**src/rtl/mem_access_if.sv**
```systemverilog
// Byte-wide synchronous RAM port used by the MEM stage.
// Read data follows the address by one clock.
interface mem_access_if #(
  parameter int ADDR_W = 17
);
  logic [ADDR_W-1:0] mem_a;
  logic [7:0]        mem_dout;
  logic              mem_wr;
  logic [7:0]        mem_din;

  modport master (
    output mem_a,
    output mem_dout,
    output mem_wr,
    input  mem_din
  );

  modport slave (
    input  mem_a,
    input  mem_dout,
    input  mem_wr,
    output mem_din
  );
endinterface

```
**src/rtl/mem_access.sv**
```systemverilog
// MEM stage: serial byte-wide LOAD/STORE with stall to ctrl.
// Non-memory ops pass straight through to mem_wb and forwarding.
module mem_access #(
  parameter int ADDR_W = 17
) (
  input  logic        clk,
  input  logic        rst,
  input  logic [6:0]  aluop_i,
  input  logic [2:0]  alufunct3_i,
  input  logic        me_i,
  input  logic [31:0] maddr_i,
  input  logic        wreg_i,
  input  logic [4:0]  wd_i,
  input  logic [31:0] wdata_i,
  mem_access_if.master ram,
  output logic        stallreq_o,
  output logic        wreg_o,
  output logic [4:0]  wd_o,
  output logic [31:0] wdata_o,
  output logic        wreg_f,
  output logic [4:0]  wd_f,
  output logic [31:0] wdata_f
);
  localparam logic [6:0] OP_LOAD  = 7'b0000011;
  localparam logic [6:0] OP_STORE = 7'b0100011;

  typedef enum logic [1:0] {
    IDLE, BUSY, LAST, DONE
  } state_e;

  state_e            state_q, state_d;
  logic [1:0]        cnt_q, cnt_d;
  logic              ld_q, ld_d;
  logic [2:0]        f3_q, f3_d;
  logic [ADDR_W-1:0] addr_q, addr_d;
  logic              wreg_q, wreg_d;
  logic [4:0]        wd_q, wd_d;
  logic [31:0]       data_q, data_d;

  logic        is_ld, is_st, active;
  logic [1:0]  last_idx;
  logic [31:0] ext;
  logic        unused_addr;

  assign is_ld    = aluop_i == OP_LOAD;
  assign is_st    = aluop_i == OP_STORE;
  assign active   = me_i & (is_ld | is_st);
  assign last_idx = f3_q[1] ? 2'd3 : {1'b0, f3_q[0]};
  assign unused_addr = ^maddr_i[31:ADDR_W];

  always_ff @(posedge clk or posedge rst) begin
    if (rst) begin
      state_q <= IDLE;
      cnt_q   <= '0;
      ld_q    <= 1'b0;
      f3_q    <= '0;
      addr_q  <= '0;
      wreg_q  <= 1'b0;
      wd_q    <= '0;
      data_q  <= '0;
    end else begin
      state_q <= state_d;
      cnt_q   <= cnt_d;
      ld_q    <= ld_d;
      f3_q    <= f3_d;
      addr_q  <= addr_d;
      wreg_q  <= wreg_d;
      wd_q    <= wd_d;
      data_q  <= data_d;
    end
  end

  // data_q holds store data, or collects load bytes from zero
  always_comb begin
    state_d = state_q;
    cnt_d   = cnt_q;
    ld_d    = ld_q;
    f3_d    = f3_q;
    addr_d  = addr_q;
    wreg_d  = wreg_q;
    wd_d    = wd_q;
    data_d  = data_q;
    unique case (state_q)
      IDLE: begin
        if (active) begin
          state_d = BUSY;
          cnt_d   = '0;
          ld_d    = is_ld;
          f3_d    = alufunct3_i;
          addr_d  = maddr_i[ADDR_W-1:0];
          wreg_d  = wreg_i;
          wd_d    = wd_i;
          data_d  = is_ld ? '0 : wdata_i;
        end
      end
      BUSY: begin
        if (ld_q && cnt_q != 2'd0)
          data_d[{cnt_q - 2'd1, 3'b000} +: 8] = ram.mem_din;
        if (cnt_q == last_idx)
          state_d = ld_q ? LAST : DONE;
        else
          cnt_d = cnt_q + 2'd1;
      end
      LAST: begin
        data_d[{last_idx, 3'b000} +: 8] = ram.mem_din;
        state_d = DONE;
      end
      DONE: state_d = IDLE;
    endcase
  end

  always_comb begin
    unique case (f3_q[1:0])
      2'b00:   ext = {{24{~f3_q[2] & data_q[7]}}, data_q[7:0]};
      2'b01:   ext = {{16{~f3_q[2] & data_q[15]}}, data_q[15:0]};
      default: ext = data_q;
    endcase
  end

  always_comb begin
    stallreq_o   = 1'b0;
    wreg_o       = 1'b0;
    wd_o         = '0;
    wdata_o      = '0;
    ram.mem_a    = '0;
    ram.mem_dout = '0;
    ram.mem_wr   = 1'b0;
    if (!rst) begin
      unique case (state_q)
        IDLE: begin
          if (active) begin
            stallreq_o = 1'b1;
          end else begin
            wreg_o  = wreg_i;
            wd_o    = wd_i;
            wdata_o = wdata_i;
          end
        end
        BUSY: begin
          stallreq_o = 1'b1;
          ram.mem_a  = addr_q + ADDR_W'(cnt_q);
          if (!ld_q) begin
            ram.mem_wr   = 1'b1;
            ram.mem_dout = data_q[{cnt_q, 3'b000} +: 8];
          end
        end
        LAST: stallreq_o = 1'b1;
        DONE: begin
          if (ld_q) begin
            wreg_o  = wreg_q;
            wd_o    = wd_q;
            wdata_o = ext;
          end
        end
      endcase
    end
  end

  assign wreg_f  = wreg_o;
  assign wd_f    = wd_o;
  assign wdata_f = wdata_o;
endmodule

```
**src/flat_wrapper.sv**
```systemverilog
// flat-port wrapper written by rule: the top's interface ports become plain ports
module mem_access_flat 
#(
  parameter int ADDR_W = 17
)
  (clk, rst, aluop_i, alufunct3_i, me_i, maddr_i, wreg_i, wd_i, wdata_i, stallreq_o, wreg_o, wd_o, wdata_o, wreg_f, wd_f, wdata_f, ram_mem_a, ram_mem_dout, ram_mem_wr, ram_mem_din);
  mem_access_if #(.ADDR_W(ADDR_W)) ram_i ();
  input  logic clk;
  input  logic rst;
  input  logic [6:0] aluop_i;
  input  logic [2:0] alufunct3_i;
  input  logic me_i;
  input  logic [31:0] maddr_i;
  input  logic wreg_i;
  input  logic [4:0] wd_i;
  input  logic [31:0] wdata_i;
  output logic stallreq_o;
  output logic wreg_o;
  output logic [4:0] wd_o;
  output logic [31:0] wdata_o;
  output logic wreg_f;
  output logic [4:0] wd_f;
  output logic [31:0] wdata_f;
  output wire logic [$bits(ram_i.mem_a)-1:0] ram_mem_a;
  output wire logic [$bits(ram_i.mem_dout)-1:0] ram_mem_dout;
  output wire logic [$bits(ram_i.mem_wr)-1:0] ram_mem_wr;
  input wire logic [$bits(ram_i.mem_din)-1:0] ram_mem_din;
  assign ram_mem_a = ram_i.mem_a;
  assign ram_mem_dout = ram_i.mem_dout;
  assign ram_mem_wr = ram_i.mem_wr;
  assign ram_i.mem_din = ram_mem_din;
  mem_access #(.ADDR_W(ADDR_W)) u_core (.clk(clk), .rst(rst), .aluop_i(aluop_i), .alufunct3_i(alufunct3_i), .me_i(me_i), .maddr_i(maddr_i), .wreg_i(wreg_i), .wd_i(wd_i), .wdata_i(wdata_i), .ram(ram_i), .stallreq_o(stallreq_o), .wreg_o(wreg_o), .wd_o(wd_o), .wdata_o(wdata_o), .wreg_f(wreg_f), .wd_f(wd_f), .wdata_f(wdata_f));
endmodule
```
**config.mk**
```make
export PLATFORM = sky130hd
export DESIGN_NAME = mem_access_flat
export DESIGN_NICKNAME = d
export VERILOG_FILES = /design/src/rtl/mem_access_if.sv /design/src/rtl/mem_access.sv /design/src/flat_wrapper.sv
export SDC_FILE = /design/constraint.sdc
export NUM_CORES = 1
export LEC_CHECK = 0
export BUFFER_PORTS_ARGS = -buffer_cell sky130_fd_sc_hd__buf_2
export CAP_MARGIN = 40
export CELL_PAD_IN_SITES_DETAIL_PLACEMENT = 1
export CELL_PAD_IN_SITES_GLOBAL_PLACEMENT = 1
export CORE_MARGIN = 2
export CORE_UTILIZATION = 37
export DETAILED_ROUTE_END_ITERATION = 8
export GPL_TIMING_DRIVEN = 0
export MAX_ROUTING_LAYER = met4
export PLACE_DENSITY = 0.9
export SETUP_SLACK_MARGIN = 0.2
export SLEW_MARGIN = 10
export SYNTH_ARGS = -nofsm -noshare
export SYNTH_HDL_FRONTEND = slang
export SYNTH_SLANG_ARGS = --single-unit
export TNS_END_PERCENT = 5
```
**constraint.sdc**
```tcl
create_clock -name clk -period 4.1 [get_ports clk]
set_input_delay 0.82 -clock clk [delete_from_list [all_inputs] [get_ports clk]]
set_output_delay 0.82 -clock clk [all_outputs]
set_load 0.01 [all_outputs]
```
== Yosys cells after proc, flatten, opt, wreduce, memory -nomap -nowiden ==
Cells that the tools add are included.

* Logic and storage cells: 83
* Output and inout port bits: 103
* Bits of input ports: 91
* Bits in registers: 63

* Add/sub/neg operators: 5
* Eq/ne operators: 11
* Bitwise gates (word level): 5
* Multiplexer cells: 38
* Shifts and indexed selects: 5
* Reductions and logical operators: 11

{| class="wikitable"
|+ Operators with widths
! operator !! number
|-
| 2-to-1 mux 32 bit || 6
|-
| one-hot mux 32 bit (2 select lines) || 2
|-
| one-hot mux 32 bit (3 select lines) || 1
|-
| bitwise mux 32 bit || 2
|-
| variable shift 8 x 7 -> 32 bit (first input constant) || 2
|-
| indexed part select 8 x 7 -> 32 bit || 2
|-
| 2-to-1 mux 17 bit || 2
|-
| indexed part select 32 x 6 -> 8 bit || 1
|-
| 2-to-1 mux 8 bit || 3
|-
| adder 17 x 2 -> 17 bit || 1
|-
| 2-to-1 mux 5 bit || 3
|-
| negation 5 -> 7 bit || 2
|-
| 2-to-1 mux 2 bit || 5
|-
| one-hot mux 5 bit (2 select lines) || 1
|-
| 2-to-1 mux 1 bit || 9
|-
| one-hot mux 2 bit (4 select lines) || 1
|-
| equality test 7 x 2 -> 1 bit (second input constant) || 1
|-
| equality test 7 x 6 -> 1 bit (second input constant) || 1
|-
| != test 2 x 1 -> 1 bit (second input constant) || 3
|-
| AND reduction 3 bit || 2
|-
| equality test 2 x 1 -> 1 bit (second input constant) || 2
|-
| equality test 2 bit (second input constant) || 2
|-
| logical NOT 2 bit || 2
|-
| one-hot mux 1 bit (2 select lines) || 2
|-
| 13 further kinds || 17
|}

== Logic depth before layout (Yosys ltp) ==
Gate-level depths: netlist of the first run.

* Word-level depth: 6
* Gate-level depth with buffers: 9
* Gate-level depth less buffers: 6

== Least setup slack after synthesis of the first run ==
No wires, ideal clock.

* Path kind: input -> output
* Start: input port rst
* End: output port wdata_o[21]
* Path slack: 64 ps
* Stages on the path: 6
* Data required time: 3280 ps
* Buffers on the path: 3
* Arrival: 3216 ps
* Cells stage by stage: inv_1 nand2_1 clkbuf_1 clkbuf_1 a21oi_1 buf_4

* Cells in the longest elaborated chain, start to end: 1

{| class="wikitable"
|+ Ends and longest elaborated chain
! item !! RTL line !! text
|-
| start, declared || flat_wrapper.sv:9 || <nowiki>input logic rst;</nowiki>
|-
| 2-to-1 mux 32 bit || mem_access.sv:128 || <nowiki>if (!rst) begin</nowiki>
|-
| end, declared || flat_wrapper.sv:20 || <nowiki>output logic [31:0] wdata_o;</nowiki>
|}

No other way between the ends.

== Worst setup path in the final report of the first run ==
* Start: register u_core.state_q[1]
* End: output port ram_mem_dout[6]

* Cells in the longest elaborated chain, start to end: 3

{| class="wikitable"
|+ Ends and longest elaborated chain
! item !! RTL line !! text
|-
| start, declared || mem_access.sv:31 || <nowiki>state_e state_q, state_d;</nowiki>
|-
| start signal, assigned || mem_access.sv:62 || <nowiki>state_q <= state_d;</nowiki>
|-
| equality test 2 x 1 -> 1 bit || mem_access.sv:129 || <nowiki>unique case (state_q)</nowiki>
|-
| 2-to-1 mux 8 bit || mem_access.sv:129 ||
|-
| 2-to-1 mux 8 bit || mem_access.sv:128 ||
|-
| end, declared || flat_wrapper.sv:25 || <nowiki>output wire logic [$bits(ram_i.mem_dout)-1:0] ram_mem_dout;</nowiki>
|}

No other way between the ends.

==> run_results.csv, run 1 <==
group,metric,value,unit
synth,netlist.top_cell.by_area,"sky130_fd_sc_hd__dfrtp_1",
clock_network,cts.clk_slew.worst_paths,60,ps
finish,area_delta_synth_final,26.6,%
setup_path,worstPathCellList,"inv_1 -> ha_1 -> buf_4 -> clkbuf_1 -> nand2_1 -> nor2_1 -> and2_1 -> buf_2",
global_routing,globalRouteMet1Util,37.3,%
global_routing,grt_use_met3,4.44,%
global_routing,gr-usage-met2,43.0,%
route,drt.antenna.violating_nets,0,
synth,synth_nets,725,
setup_path,required_time_worst_endpoint,3280,ps
global_routing,first_global_vias,5920,
setup_path,r2r_start,"u_core.cnt_q[1]",
route,first_iter_violations,492,
pwr,pwr_density_cell,713,mW/mm^2
setup_path,max_stage_delay,650,ps
synth,ys_seq_elements,63,
timing,setup_tns,0,ps
synth,post-synth-top-count-cell,"sky130_fd_sc_hd__o21ai_0",
placement,gp_weighted_congestion,0.989,
synth,ys_top_cells_by_count,"sky130_fd_sc_hd__o21ai_0 (75), sky130_fd_sc_hd__dfrtp_1 (63), sky130_fd_sc_hd__a21oi_1 (54)",
timing,maxClockFrequency,0.256,GHz
finish,fin_nets,916,
synth,synth_top_cell_area_share,29.7,%
clock_network,tritoncts_num_sinks,63,
die,top_level_ports,194,
clock_network,clk_path_buf_depth,2,
global_routing,grt_first_pass_wirelength,32.1,mm
timing,setup_viol_count_final,0,
outcome,run_status,"finished clean",
route,wire_length_reported_by_the_detailed_router,20.5,mm
setup_path,critical_path_class,"flop to output port",
timing,report.final.hold_viol_count,0,
pwr,report.power.total,4.79,mW
job,drv.max_cap_violation_count,0,
setup_path,setup_slack_on_the_worst_flop_to_flop_path,730,ps
placement,detailedPlacementHpwl,15.1,mm
worst_hold_path,hold_class,"primary input to asynchronous set/reset pin",
global_routing,global_route.usage.total,28.0,%
synth,postSynthCellCount,621,
synth,netlist_area,0.00531,sq mm
timing,hold_worst_slack,472,ps
die,design.die.area,0.0153,sq mm
finish,ff_latch_area,0.00158,sq mm
setup_path,endpoint_kind,"output port",
timing,timing.final.crit_period,3910,ps
pwr,highest_ir_drop_seen_on_vdd,350,uV
timing,tightestPinTransition,814,ps
clock_network,cts.root.buffer_cell,"sky130_fd_sc_hd__clkbuf_16",
route,dr.pass1.iters,5,
clock_network,htree_num_levels,3,
synth,synth.avg_cell_area,8.54,sq um
global_routing,initial_antenna_violation_count,1,
setup_path,startpoint_types,"flop",
clock_network,clk-insertion-delay-late,340,ps
synth,ys_async_sr_fraction,100,%
timing,final.period_utilization,95.4,%
global_routing,grt_max_degree,31,
synth,synth-edff-count,0,
placement,numPortBuffers,178,
global_routing,global_route.overflow_total,0,
setup_path,slowest_stage_cell_crit_path,"sky130_fd_sc_hd__nor2_1",
setup_path,critical_path.max_fanout,10,
finish,multiInputGateArea,0.00314,sq mm
synth,dominantRegCellSynth,"sky130_fd_sc_hd__dfrtp_1",
timing,final-max-slew-violation-count,0,
route,vias,5954,
die,die_height,124,um
route,viasPerCell,5.98,
clock_network,tritoncts,"done",
setup_path,worstRegToRegCells,8,
setup_path,reg2reg_to,"u_core.data_q[17]",
pwr,leakagePower,3.19,nW
timing,slew-limit-headroom,45.7,%
synth,synthDistinctLibCells,57,
finish,fillers,1710,
route,wl_per_cell,20.6,um
die,die_x,124,um
synth,seq_area_frac_synth,29.7,%
timing,rsz0062_at_grt,"true",
synth,synth_top_cells_by_area,"sky130_fd_sc_hd__dfrtp_1 (30%), sky130_fd_sc_hd__mux2_2 (8.9%), sky130_fd_sc_hd__o21ai_0 (7.1%), sky130_fd_sc_hd__buf_4 (5.5%), sky130_fd_sc_hd__a21oi_1 (5.1%)",
die,row_count,43,
synth,ys_warn_count,0,
clock_network,cts_buffers,9,
finish,final_layout_size_suffix_gt1_share,38.2,%
setup_path,crit_arrival,3090,ps
die,design.core.area,0.0139,sq mm
finish,final_core_util,48.2,%
global_routing,global_route_layer_with_the_greatest_usage,"met2",
route,detail_route.drc_violations,0,
die,initial_core_util,38.1,%
timing,finClkSkew,6.90,ps
==> kinds of logic (layout without fill, tap and decap cells) <==
group	Yosys count	after routing	share of synthesized area [%]
other	0	1	0
adders and majority gates	13	13	3.21
xor gates and xnor gates	11	11	1.82
muxes	52	52	12.7
buffers and inverters	112	306	11.2
AOI/OAI and AO/OA	232	232	28.2
DFF	63	63	29.7
and+or+nand+nor	138	138	13.2
==> worst max-delay path: cells and delay by family (launching register included) <==
family | cells | cell delay, ps
buf+inv | 4 | 900
fa+ha+maj | 1 | 170
simple gates | 3 | 1270
flops | 1 | 400
==> per-stage QoR <==
| stage | std cells | worst slack [ps] | cell area (sq um) |
|---|---|---|---|
| floorplan | 621 | 434 | 5310 |
| global placement | 979 | -643 | 6430 |
| detailed placement | 981 | 110 | 6470 |
| CTS | 995 | 176 | 6710 |
| global route | 996 | 131 | 6720 |
| finish | 996 | 190 | 6720 |
==> report_power, final <==
| group | internal (mW) | total, mW | leakage, nW | switching, mW |
|---|---|---|---|---|
| Clock | 0.401 | 0.677 | 0.122 | 0.276 |
| Sequential | 0.839 | 1.14 | 0.821 | 0.305 |
| Combinational | 1.14 | 2.97 | 2.24 | 1.83 |
==> layer usage <==
| metal | part of all wire (%) | wire length, um |
|---|---|---|
| met5 | 0 | 0 |
| met4 | 3.0 | 606 |
| met3 | 8.4 | 1720 |
| met2 | 47 | 9570 |
| met1 | 42 | 8590 |
==> cell type report <==
class | instances | area share, %
Multi-Input combinational cell | 446 | 46.7
Sequential cell | 63 | 23.5
Timing Repair Buffer | 180 | 13.9
Buffer | 85 | 7.36
Clock buffer | 12 | 3.52
Tap cell | 180 | 3.35
Inverter | 27 | 1.56
Clock inverter | 2 | 0.149
Antenna cell | 1 | 0.0372
==> flip-flops by register name (all words and copies together) (netlist names) <==
signal          cells
u_core.wd_q         5
u_core.wreg_q       1
u_core.data_q      32
u_core.f3_q         3
u_core.state_q      2
u_core.ld_q         1
u_core.cnt_q        2
u_core.addr_q      17
==> worst max-delay path by stage <==
stage / from / to / slack (ps) / cells after the start
floorplan: rst / wd_o[2] / 430 / 6
global placement: rst / wdata_o[21] / -640 / 8
detailed placement: rst / wdata_o[20] / 110 / 10
CTS: rst / wdata_o[1] / 180 / 10
global route: u_core.state_q[1] / ram_mem_dout[5] / 130 / 8
finish: u_core.state_q[1] / ram_mem_dout[6] / 190 / 8
==> cells in the final DEF (no fill, tap or decap), types with 10 or more instances in the layout <==
cell type / n
sky130_fd_sc_hd__mux2_2: 42
sky130_fd_sc_hd__dfrtp_1: 63
sky130_fd_sc_hd__ha_1: 12
sky130_fd_sc_hd__o31ai_1: 24
sky130_fd_sc_hd__nand2_1: 47
sky130_fd_sc_hd__clkbuf_1: 29
sky130_fd_sc_hd__a22oi_1: 22
sky130_fd_sc_hd__buf_4: 39
sky130_fd_sc_hd__a21oi_1: 54
sky130_fd_sc_hd__o21ai_0: 75
sky130_fd_sc_hd__nand4_1: 12
sky130_fd_sc_hd__a221oi_1: 23
sky130_fd_sc_hd__and2_1: 10
sky130_fd_sc_hd__inv_1: 26
sky130_fd_sc_hd__nor2_1: 31
sky130_fd_sc_hd__buf_2: 192
==> what timing repair did <==
| action | CTS | global route |
|---|---|---|
| setup buffers | 0 | 0 |
| gates cloned | 0 | 0 |
| gates resized for setup | 1 | 4 |
| endpoints found under the setup margin | 20 | 36 |
| hold buffers | 0 | 0 |
(Power assumes the default switching activity.)
==> run 2: changes to the inputs <==
--- a/config.mk
+++ b/config.mk
@@ -9,12 +9,14 @@
 export CAP_MARGIN = 40
 export CELL_PAD_IN_SITES_DETAIL_PLACEMENT = 1
 export CELL_PAD_IN_SITES_GLOBAL_PLACEMENT = 1
-export CORE_MARGIN = 2
+export CORE_MARGIN = 1.5
 export CORE_UTILIZATION = 37
+export CTS_BUF_LIST = sky130_fd_sc_hd__clkbuf_16
 export DETAILED_ROUTE_END_ITERATION = 8
 export GPL_TIMING_DRIVEN = 0
 export MAX_ROUTING_LAYER = met4
 export PLACE_DENSITY = 0.9
+export RECOVER_POWER = 50
 export SETUP_SLACK_MARGIN = 0.2
 export SLEW_MARGIN = 10
 export SYNTH_ARGS = -nofsm -noshare
==> run 2 against run 1 <==
Effect of this change: wire length shrank 0.49%; via count shrank 0.32%; combinational power about the same; first-iteration DRC count decreased by 11%; non-clock buffer count is 1 lower; register-to-register slack worse by 170 ps; die area shrank 1.6%; clock power increased by 10%; sequential cell count stayed put; sequential power hardly changed; maximum frequency increased by 4.3%; largest cell class unchanged.
==> run_results.csv, run 2 (synthesis gave the netlist of run 1 again) <==
group,metric,value,unit
clock_network,clk-insertion-delay-late,340,ps
route,detail_route.drc_violations,0,
timing,finClkSkew,5.61,ps
setup_path,required_time_worst_endpoint,3280,ps
clock_network,clk_path_buf_depth,2,
setup_path,critical_path_class,"flop to output port",
die,design.die.area,0.0151,sq mm
finish,mostFrequentLayoutCells,"sky130_fd_sc_hd__buf_2 (186), sky130_fd_sc_hd__o21ai_0 (75), sky130_fd_sc_hd__dfrtp_1 (63)",
timing,slew-limit-headroom,47.6,%
timing,maxClockFrequency,0.267,GHz
die,die_x,123,um
clock_network,cts_hold_buf,0,
placement,detailedPlacementHpwl,15.1,mm
clock_network,postCtsSetupBuffers,0,
die,top_level_ports,194,
global_routing,initial_antenna_violation_count,0,
finish,final_core_util,48.2,%
placement,place_inst,980,
timing,setup_viol_count_final,0,
global_routing,global_route.overflow_total,0,
pwr,seq_power_share,23.6,%
route,drt.antenna.violating_nets,0,
timing,post-route-worst-setup-slack,349,ps
clock_network,tritoncts_num_sinks,63,
timing,setup_tns,0,ps
finish,fin_nets,916,
finish,final_layout_size_suffix_gt1_share,37.0,%
route,dr.pass1.iters,4,
clock_network,htree_num_levels,3,
placement,post-place-ws,-210,ps
pwr,power_switching_share,49.9,%
setup_path,endpoint_kind,"output port",
setup_path,crit_arrival,2930,ps
pwr,internal-power,2.42,mW
pwr,power.share.clock,15.5,%
outcome,run_status,"finished clean",
timing,rsz0062_at_grt,"true",
finish,finish.instance_area,0.00672,sq mm
finish,layoutNonFillerInstCount,997,
clock_network,cts.root.buffer_cell,"sky130_fd_sc_hd__clkbuf_16",
setup_path,startpoint_types,"flop",
pwr,power_switching,2.41,mW
pwr,report.power.total,4.82,mW
finish,area_delta_synth_final,26.6,%
finish,leading_cell_type_in_the_layout_fill_and_taps_excluded,"sky130_fd_sc_hd__buf_2",
die,die_height,123,um
global_routing,global_route.usage.total,28.2,%
clock_network,cts_buffers,9,
die,row_count,43,
timing,final.period_utilization,91.5,%
placement,numPortBuffers,178,
route,wire_length_reported_by_the_detailed_router,20.4,mm
route,viasPerCell,5.95,
route,vias,5935,
clock_network,cts.clk_slew.worst_paths,60,ps
job,drv.max_cap_violation_count,0,
setup_path,critical_path.max_fanout,10,
timing,tightestPinTransition,782,ps
pwr,leakagePower,3.18,nW
die,design.core.area,0.0139,sq mm
finish,fillers,1737,
placement,gp_weighted_congestion,0.985,
pwr,highest_ir_drop_seen_on_vdd,339,uV
die,initial_core_util,38.1,%
global_routing,grt_first_pass_wirelength,31.8,mm
finish,largest_register_ff_count,32,
clock_network,tritoncts,"done",
global_routing,first_global_vias,5776,
pwr,pwr_density_cell,718,mW/mm^2
global_routing,grt_max_degree,37,
route,wl_per_cell,20.4,um
timing,timing.final.crit_period,3750,ps
timing,hold_worst_slack,506,ps
finish,biggestRegsByFlops,"u_core.data_q (32), u_core.addr_q (17), u_core.wd_q (5)",
worst_hold_path,hold_class,"primary input to asynchronous set/reset pin",
timing,report.final.hold_viol_count,0,
pwr,p_comb_share,60.9,%
timing,final-max-slew-violation-count,0,
route,first_iter_violations,437,
finish,max_flop_register,"u_core.data_q",
finish,antenna_cells_inserted,0,
placement,post_place_instance_area,0.00645,sq mm
run 2: final cells by class:
type                    count  area (sq um)  area share, %
multi-input cells         446          3140           46.7
flip-flops and latches     63          1580           23.5
repair buffers            179           907           13.5
plain buffers              85           482           7.17
clock buffers               9           225           3.35
well taps                 180           225           3.35
inverters                  27           105           1.56
clock inverters             7          55.1          0.819
repair inverters            1          5.00         0.0745
run 2: path summary, 6_finish.rpt:
kind	startpoint	endpoint	slack, ps	cells past startpoint
worst max-delay path	u_core.state_q[1]	ram_mem_dout[5]	350	8
worst min register to register	u_core.wd_q[2]	u_core.wd_q[2]	510	1
max in group asynchronous	rst	u_core.data_q[13]	3070	3
worst min-delay path	rst	u_core.state_q[1]	510	2
worst max register to register	u_core.cnt_q[1]	u_core.data_q[18]	560	8
min in group clk	u_core.wd_q[2]	u_core.wd_q[2]	510	1
run 2: power groups by stage:
| stage | clock [mW] | combinational [mW] | sequential, mW |
|---|---|---|---|
| floorplan | 0 | 2.04 | 1.00 |
| global placement | 0 | 2.77 | 1.12 |
| detailed placement | 0 | 2.87 | 1.13 |
| CTS | 0.747 | 2.91 | 1.12 |
| global route | 0.776 | 3.18 | 1.16 |
| finish | 0.747 | 2.94 | 1.14 |
run 2: layer usage:
metal | vias to the layer above | wire length (um) | global-route usage, %
met4 | 0 | 616 | 10.2
met2 | 351 | 9560 | 43.9
met5 | - | 0 | -
met1 | 2887 | 8290 | 36.6
met3 | 52 | 1920 | 5.02
li1 | 2645 | - | -
run 2: what timing repair did:
item                       4_1_cts  5_1_grt
gates resized for setup          1        2
gates cloned                     1        0
setup endpoints to repair       49       31
run 2: worst max-delay path: stages (launching register included):
cell                       delay (ps)
sky130_fd_sc_hd__dfrtp_1          410
sky130_fd_sc_hd__inv_1            110
sky130_fd_sc_hd__ha_1             150
sky130_fd_sc_hd__buf_4            160
sky130_fd_sc_hd__clkbuf_1         440
sky130_fd_sc_hd__nand2_1          340
sky130_fd_sc_hd__nor2_1           560
sky130_fd_sc_hd__and2_1           270
sky130_fd_sc_hd__buf_2            150
